<file path="config.mk">
export PLATFORM = sky130hd
export DESIGN_NAME = edge_arb_flat
export DESIGN_NICKNAME = d
export VERILOG_FILES = /design/src/rtl/edge_arb_if.sv /design/src/rtl/edge_arb.sv /design/src/flat_wrapper.sv
export SDC_FILE = /design/constraint.sdc
export NUM_CORES = 1
export LEC_CHECK = 0
export ABC_AREA = 1
export CORE_MARGIN = 2
export CORE_UTILIZATION = 35
export CTS_CLUSTER_DIAMETER = 200
export DETAILED_ROUTE_END_ITERATION = 16
export PLACE_DENSITY_LB_ADDON = 0.15
export SYNTH_ARGS = -nofsm -noshare
export SYNTH_HDL_FRONTEND = slang
export SYNTH_SLANG_ARGS = --single-unit
export TNS_END_PERCENT = 50
</file>
<file path="constraint.sdc">
create_clock -name clk -period 1.54 [get_ports clk]
set_clock_uncertainty 0.05 [all_clocks]
set_input_delay 0.308 -clock clk [delete_from_list [all_inputs] [get_ports clk]]
set_output_delay 0.308 -clock clk [all_outputs]
set_load 0.03 [all_outputs]
</file>
<file path="src/rtl/edge_arb_if.sv">
// Bundle of edge-event inputs and service-request outputs for edge_arb.
// master = the arbiter, slave = the resource/event side.
interface edge_arb_if #(
  parameter int NCH = 4
) ();
  localparam int GW = (NCH > 1) ? $clog2(NCH) : 1;

  logic [NCH-1:0] setedge;
  logic           ack;
  logic           clrovr;
  logic           req;
  logic [GW-1:0]  grantid;
  logic [NCH-1:0] pending;
  logic [NCH-1:0] overrun;
  logic           tmo;

  modport master (
    input  setedge, ack, clrovr,
    output req, grantid, pending, overrun, tmo
  );

  modport slave (
    output setedge, ack, clrovr,
    input  req, grantid, pending, overrun, tmo
  );
endinterface

</file>
<file path="src/rtl/edge_arb.sv">
// Latches synchronized rising edges per channel and serves them one at a time
// to a shared resource in round-robin order, with a service timeout.
module edge_arb #(
  parameter int NCH    = 4,
  parameter int TMOW   = 8,
  parameter int TMOVAL = 200
) (
  input  logic       clk,
  input  logic       resetn,
  edge_arb_if.master bus
);
  localparam int GW = (NCH > 1) ? $clog2(NCH) : 1;

  typedef enum logic {IDLE, BUSY} state_t;

  state_t          state_reg, state_next;
  logic [NCH-1:0]  rise;
  logic [NCH-1:0]  pending_reg, pending_next;
  logic [NCH-1:0]  overrun_reg, overrun_next;
  logic [NCH-1:0]  clr_mask;
  logic [GW-1:0]   grantid_reg, grantid_next;
  logic [GW-1:0]   lastgnt_reg, lastgnt_next;
  logic [GW-1:0]   sel;
  logic [TMOW-1:0] cnt_reg, cnt_next;
  logic            tmo_reg, tmo_next;
  logic            found;
  logic            expire;

  // Two-flop synchronizer plus a detector flop; a rise shows up two edges after capture.
  generate
    for (genvar gi = 0; gi < NCH; gi++) begin : g_sync
      logic s1_reg, s2_reg, prev_reg;
      always_ff @(posedge clk or negedge resetn) begin
        if (!resetn) begin
          s1_reg   <= 1'b0;
          s2_reg   <= 1'b0;
          prev_reg <= 1'b0;
        end else begin
          s1_reg   <= bus.setedge[gi];
          s2_reg   <= s1_reg;
          prev_reg <= s2_reg;
        end
      end
      assign rise[gi] = s2_reg & ~prev_reg;
    end
  endgenerate

  // First pending channel strictly after the last one served, wrapping modulo NCH.
  always_comb begin
    found = 1'b0;
    sel   = lastgnt_reg;
    for (int k = 1; k <= NCH; k++) begin
      int idx;
      idx = (int'(lastgnt_reg) + k) % NCH;
      if (!found && pending_reg[idx[GW-1:0]]) begin
        found = 1'b1;
        sel   = idx[GW-1:0];
      end
    end
  end

  always_comb begin
    state_next   = state_reg;
    grantid_next = grantid_reg;
    lastgnt_next = lastgnt_reg;
    cnt_next     = cnt_reg;
    tmo_next     = 1'b0;
    clr_mask     = '0;
    expire       = (cnt_reg == TMOW'(TMOVAL - 1));
    case (state_reg)
      IDLE: begin
        if (found) begin
          state_next   = BUSY;
          grantid_next = sel;
          cnt_next     = '0;
        end
      end
      BUSY: begin
        if (bus.ack || expire) begin
          clr_mask     = NCH'(1) << grantid_reg;
          lastgnt_next = grantid_reg;
          state_next   = IDLE;
          tmo_next     = ~bus.ack;
        end else begin
          cnt_next = cnt_reg + 1'b1;
        end
      end
      default: state_next = IDLE;
    endcase
    // A fresh edge beats a clear; overrun only counts edges on bits that stay pending.
    pending_next = (pending_reg & ~clr_mask) | rise;
    overrun_next = (bus.clrovr ? '0 : overrun_reg) | (rise & pending_reg & ~clr_mask);
  end

  always_ff @(posedge clk or negedge resetn) begin
    if (!resetn) begin
      state_reg   <= IDLE;
      grantid_reg <= '0;
      lastgnt_reg <= GW'(NCH - 1);
      cnt_reg     <= '0;
      tmo_reg     <= 1'b0;
      pending_reg <= '0;
      overrun_reg <= '0;
    end else begin
      state_reg   <= state_next;
      grantid_reg <= grantid_next;
      lastgnt_reg <= lastgnt_next;
      cnt_reg     <= cnt_next;
      tmo_reg     <= tmo_next;
      pending_reg <= pending_next;
      overrun_reg <= overrun_next;
    end
  end

  assign bus.req     = (state_reg == BUSY);
  assign bus.grantid = grantid_reg;
  assign bus.pending = pending_reg;
  assign bus.overrun = overrun_reg;
  assign bus.tmo     = tmo_reg;
endmodule

</file>
<file path="src/flat_wrapper.sv">
// flat-port wrapper written by rule: the top's interface ports become plain ports
module edge_arb_flat 
#(
  parameter int NCH    = 4,
  parameter int TMOW   = 8,
  parameter int TMOVAL = 200
)
  (clk, resetn, bus_setedge, bus_ack, bus_clrovr, bus_req, bus_grantid, bus_pending, bus_overrun, bus_tmo);
  edge_arb_if #(.NCH(NCH)) bus_i ();
  input  logic clk;
  input  logic resetn;
  input wire logic [$bits(bus_i.setedge)-1:0] bus_setedge;
  input wire logic [$bits(bus_i.ack)-1:0] bus_ack;
  input wire logic [$bits(bus_i.clrovr)-1:0] bus_clrovr;
  output wire logic [$bits(bus_i.req)-1:0] bus_req;
  output wire logic [$bits(bus_i.grantid)-1:0] bus_grantid;
  output wire logic [$bits(bus_i.pending)-1:0] bus_pending;
  output wire logic [$bits(bus_i.overrun)-1:0] bus_overrun;
  output wire logic [$bits(bus_i.tmo)-1:0] bus_tmo;
  assign bus_i.setedge = bus_setedge;
  assign bus_i.ack = bus_ack;
  assign bus_i.clrovr = bus_clrovr;
  assign bus_req = bus_i.req;
  assign bus_grantid = bus_i.grantid;
  assign bus_pending = bus_i.pending;
  assign bus_overrun = bus_i.overrun;
  assign bus_tmo = bus_i.tmo;
  edge_arb #(.NCH(NCH), .TMOW(TMOW), .TMOVAL(TMOVAL)) u_core (.clk(clk), .resetn(resetn), .bus(bus_i));
endmodule
</file>
==> Word-level counts from Yosys, hierarchy flattened <==
Cells that the tools add are included.
W data, S select, Z words.
{ "op_classes": {"n_addsub": 5, "order_cmp": 4, "n_eq_ne": 3, "shift": 1, "muxes": 27, "n_bitwise": 16, "reduce_logical": 10} }
{ "op_table": {"columns": ["cell", "n"], "rows": [
  ["$mux W8", 2],
  ["$pmux W8 S2", 1],
  ["$and A4 B4 Y4", 3],
  ["$lt A2 B3 Y1 const B", 4],
  ["$mux W1", 12],
  ["$mux W4", 3],
  ["$add A8 B1 Y8 const B", 1],
  ["$bmux W1 S2", 4],
  ["$eq A8 B8 Y1 const B", 1],
  ["$mux W2", 4],
  ["$or A4 B4 Y4", 2],
  ["$not A1 Y1", 6],
  ["$reduce_and A2 Y1", 3],
  ["$add A2 B1 Y2 const B", 2],
  ["$add A2 B2 Y2 const B", 2],
  ["$and A1 B1 Y1", 4],
  ["$not A4 Y4", 1],
  ["$shl A1 B2 Y4 const A", 1],
  ["$logic_and A1 B1 Y1", 3],
  ["$logic_not A1 Y1", 3],
  ["$ne A2 B1 Y1 const B", 1],
  ["$ne A2 B2 Y1 const B", 1],
  ["$pmux W1 S2", 1],
  ["$logic_or A1 B1 Y1", 1]
]} }
{ "word_totals": {"reg_bits": 34, "inputBits": 8, "output_inout_bits": 12, "elab_cells": 85} }

==> Depth between registers and ports, before layout <==
{ "logic_depth": {"ltp_word": 15, "depth_mapped": 13, "mapped_depth_nobuf": 12} }

==> Worst setup path before layout <==
Ideal clock, no wire load.
{ "synth_timing": {"path_kind": "register -> register", "start": "register u_core.lastgnt_reg[0]", "end": "register u_core.grantid_reg[0], in the netlist u_core.bus.grantid[0]", "setup_ns": 0.117, "arrival_ns": 1.327, "required_ns": 1.373, "path_slack_ns": 0.046, "path_stages_with_launch": 13, "path_buffers": 1, "period_less_slack_ns": 1.494, "cell_sequence": "dfstp_2 > buf_6 > inv_8 > nand2_2 > nand2_2 > nand2_1 > nand2_2 > nor2_2 > nand3_2 > nand2_4 > inv_2 > nand2_1 > nand2_1"} }
{ "synth_via": {"elab_chain_len": 14, "word_cells_on_any_way": 27, "cone_classes": "add/sub: 4; mux: 16; reduce/logical: 7"} }
{ "synth_rtl": {"columns": ["item", "line_no", "rtl"], "rows": [
  ["start: declaration", "edge_arb.sv:22", "logic [GW-1:0] lastgnt_reg, lastgnt_next;"],
  ["start signal: assignment", "edge_arb.sv:99", "lastgnt_reg <= GW'(NCH - 1);"],
  ["start signal: assignment", "edge_arb.sv:107", "lastgnt_reg <= lastgnt_next;"],
  ["$add A2 B1 Y2", "edge_arb.sv:54", "idx = (int'(lastgnt_reg) + k) % NCH;"],
  ["$bmux W1 S2", "edge_arb.sv:55", "if (!found && pending_reg[idx[GW-1:0]]) begin"],
  ["$mux W1 (implied by the code)", "edge_arb.sv:55", null],
  ["$mux W1", "edge_arb.sv:55", null],
  ["$logic_not A1 Y1", "edge_arb.sv:55", null],
  ["$logic_and A1 B1 Y1", "edge_arb.sv:55", null],
  ["$mux W1", "edge_arb.sv:55", null],
  ["$logic_not A1 Y1", "edge_arb.sv:55", null],
  ["$logic_and A1 B1 Y1", "edge_arb.sv:55", null],
  ["$mux W1", "edge_arb.sv:55", null],
  ["$logic_not A1 Y1", "edge_arb.sv:55", null],
  ["$logic_and A1 B1 Y1", "edge_arb.sv:55", null],
  ["$mux W1", "edge_arb.sv:55", null],
  ["$reduce_and A2 Y1 (no source line)", null, null],
  ["end signal: assignment", "edge_arb.sv:106", "grantid_reg <= grantid_next;"],
  ["end: declaration", "edge_arb.sv:21", "logic [GW-1:0] grantid_reg, grantid_next;"]
]} }
Parallel ways exist; a longest one is shown, timed or not. The select of a mux whose other input is x is not followed.
A chain may end at the register's enable or synchronous reset.

==> Final worst setup path <==
{ "layout_timing": {"start": "register u_core.lastgnt_reg[0]", "end": "register u_core.cnt_reg[6]"} }
{ "layout_via": {"elab_chain_len": 15, "word_cells_on_any_way": 24, "cone_classes": "add/sub: 4; eq/ne: 1; mux: 12; reduce/logical: 7"} }
{ "layout_rtl": {"columns": ["item", "line_no", "rtl"], "rows": [
  ["$add A2 B1 Y2", "edge_arb.sv:54", null],
  ["$bmux W1 S2", "edge_arb.sv:55", null],
  ["$mux W1 (implied by the code)", "edge_arb.sv:55", null],
  ["$mux W1", "edge_arb.sv:55", null],
  ["$logic_not A1 Y1", "edge_arb.sv:55", null],
  ["$logic_and A1 B1 Y1", "edge_arb.sv:55", null],
  ["$mux W1", "edge_arb.sv:55", null],
  ["$logic_not A1 Y1", "edge_arb.sv:55", null],
  ["$logic_and A1 B1 Y1", "edge_arb.sv:55", null],
  ["$mux W1", "edge_arb.sv:55", null],
  ["$logic_not A1 Y1", "edge_arb.sv:55", null],
  ["$logic_and A1 B1 Y1", "edge_arb.sv:55", null],
  ["$mux W1 *", "edge_arb.sv:55", null],
  ["$ne A2 B1 Y1 (no source line) *", null, null],
  ["$reduce_and A2 Y1 (no source line) *", null, null],
  ["end signal: assignment", "edge_arb.sv:108", "cnt_reg <= cnt_next;"],
  ["end: declaration", "edge_arb.sv:24", "logic [TMOW-1:0] cnt_reg, cnt_next;"]
]} }
Mark *: on every way between the ends. The rest lies on a longest branch, timed or not. The select of a mux whose other input is x is not followed.

==> qor.yml <==
status:
  outcome: "complete, but fails checks"
  violations: "negative setup slack"
clock_tree:
  insertion_delay_ns: 0.29
  cts_buffer_depth: 2
  cts_hold_buf: 0
  postCtsSetupBuffers: 0
  cts_tree: "yes"
  cts_root_buffer: "clkbuf_8"
  cts.clk_slew.worst_paths_ns: 0.07
  ctsHtreeMaxLevel: 2
  cts_inserted_buffers: 5
  clock_sinks: 34
timing:
  period_share_pct: 109
  finalSetupViolCount: 11
  min_period_ns: 1.67
  max_slew_margin_pct: 79.7
  finalHoldViolations: 0
  worstMarginPinSlew_ns: 0.305
  grt_setup_unrepaired: "yes"
  setup_tns_ns: -1.01
  setup_ws_ns: -0.133
  fmax_mhz: 598
  drv_slew: 0
global_routing:
  grt_max_degree: 35
  gr-usage-all-layers_pct: 15.1
  gr-total-overflow: 0
  antenna_found_initial: 0
  grt_pass1_vias: 1394
  grt_pass1_wl_um: 5930
min_path:
  hold_end: "u_core.g_sync[2].s2_reg"
  hp-class: "register to register"
  hold_depth: 0
  worstHoldStart: "u_core.g_sync[2].s1_reg"
finish:
  nFillCells: 417
  nNetsFinal: 238
  n_antenna_cell: 0
  drive_gt1_share_pct: 28.7
  final_cell_mix: "52 x nand2_1, 32 x dfrtp_1, 22 x buf_4"
  syn2layout_area_growth_pct: 33.3
  stdcell_count: 282
  post-route-util_pct: 48.6
  mostFrequentLayoutCell: "nand2_1"
  largest_register_ffs: 8
worst_setup_path:
  reg2reg_depth: 11
  endpoint_kind: "register"
  critPathRequiredTime_ns: 1.67
  regToRegStartpoint: "u_core.lastgnt_reg[0]"
  crit_type: "register to register"
  worstPathMaxFanout: 7
  worstPathArrival_ns: 1.80
  startpoint_type: "register"
  rr_endpoint: "u_core.cnt_reg[6]"
  r2r_slack_ns: -0.13
synthesis:
  avgSynthCellArea_um2: 8.72
  synthSimpleGateAreaFrac_pct: 31.2
  synth_seq_cells: 34
  synth_compound_area_share_pct: 4.41
  synthMuxAreaShare_pct: 0
  yosysSeqAreaShare_pct: 53.7
  synth_fa_ha_area_share_pct: 0.788
  yosys.cell_types.count: 26
  syn_area_mm2: 0.00159
  synth_fp_nets: 191
  ys_warn_count: 0
  syn-instance-count: 182
  synth-xor-area-share_pct: 2.76
  synth_top_family_by_area: "simple AND/OR/NAND/NOR gates"
floorplan:
  dieArea_mm2: 0.00509
  die-width_um: 71.4
  floorplan.initialDensity_pct: 36.5
  ioPinCount: 20
  core_area_mm2: 0.00435
  die_y_um: 71.4
  rows: 24
power:
  total_leakage_power_uw: 0.00111
  vdd_drop_max_v: 0.000733
  total_power_uw: 3960
  power_density_mw_per_mm2: 1870
place:
  place_inst: 273
  gp_congestion: 0.927
  io_buffers: 19
  dp_slack_ns: -0.0935
  hpwlAfterDp_um: 2550
detailed_routing:
  vias_per_cell: 4.72
  drc: 0
  routed_wl_um: 3460
  drtPass1Iterations: 4
  wl_per_cell_um: 12.3
  drt_iter0_markers: 39
  ant_nets: 0
  vias: 1330
run:
  cap_viol_max_count: 0
==> Yosys cell counts <==
library cell   n  area share, %
nand3_1       12            3.8
buf_6          2            1.4
o21ai_0        7            2.2
xnor2_1        1           0.55
nand4_1        3            1.2
nand3b_1       1           0.47
nand2_2       12            4.7
or2_2          2           0.79
dfrtp_1       32             50
nor2_2         1           0.39
nor2_1        11            2.6
inv_2          3           0.71
o211ai_1       2           0.95
nand2_4        3            2.1
inv_8          1           0.71
nor3_1         2           0.63
nand3_2        1           0.63
ha_1           1           0.79
o21ai_1        3           0.95
a21oi_1        1           0.31
nand2_1       57             13
xor2_1         4            2.2
inv_1         16            3.8
or2_1          1           0.39
buf_4          1           0.47
dfstp_2        2            3.3
==> cell families (layout without fill, tap and decap cells) <==
family                   Yosys count  count (layout)
AND/OR/NAND/NOR                  106             107
adder cells (fa/ha/maj)            1               1
buffers and inverters             23              70
flip-flops                        34              34
AO/OA/AOI/OAI                     13              13
XOR/XNOR                           5               5
==> timing repair <==
item	in CTS	in global routing
pin swaps	2	10
gates cloned	0	1
setup endpoints to repair	23	17
gates resized for setup	14	14
==> where the power goes <==
group | internal, uW | total (uW) | switching (uW)
sequential | 1090 | 1310 | 214
clock | 359 | 675 | 317
combinational | 789 | 1970 | 1180
total | 2240 | 3960 | 1710
==> worst max-delay path, stage by stage, from the launching register on <==
cell,delay (ns)
dfstp_2,0.65
inv_8,0.07
nand2_4,0.07
nand2_4,0.07
nand2_2,0.06
nand2_2,0.05
nor2_2,0.12
nand3_2,0.12
nand2_4,0.14
nand2_4,0.07
nand2_2,0.05
nand2_1,0.04
==> metal layers <==
metal  GRT usage, %  wire (um)  up-vias
met5              0          0        -
met4           7.76         88        0
met3           4.64        114        6
met2           25.2       1770       21
met1           17.6       1490      643
li1               -          -      660
==> cell type report <==
type / count / area, um2 / share of cell area [%]
multi-input combinational: 126 / 667 / 31.5
clock inverter: 2 / 12.5 / 0.591
timing repair buffer: 42 / 354 / 16.7
clock buffer: 6 / 82.6 / 3.90
sequential: 34 / 853 / 40.3
inverter: 20 / 82.6 / 3.90
tap: 52 / 65.1 / 3.07
==> how the worst max path moves through the flow <==
stage | startpoint | end | slack, ns | cells after the start
floorplan | u_core.lastgnt_reg[0] | u_core.bus.grantid[0] | 0.05 | 12
global placement | bus_ack | u_core.cnt_reg[7] | -0.07 | 6
detailed placement | bus_ack | u_core.cnt_reg[7] | -0.09 | 6
CTS | u_core.lastgnt_reg[0] | u_core.cnt_reg[4] | -0.10 | 11
global route | u_core.lastgnt_reg[0] | u_core.cnt_reg[6] | -0.26 | 11
finish | u_core.lastgnt_reg[0] | u_core.cnt_reg[6] | -0.13 | 11
==> through the flow <==
step	cell area [um2]	hold WS [ns]
final	2120	0.297
after CTS	2080	0.300
after global placement	2000	0.284
after floorplan	1590	-0.0376
after detailed placement	2000	0.289
after global routing	2120	0.319
Power figures use the tool's default switching activity.
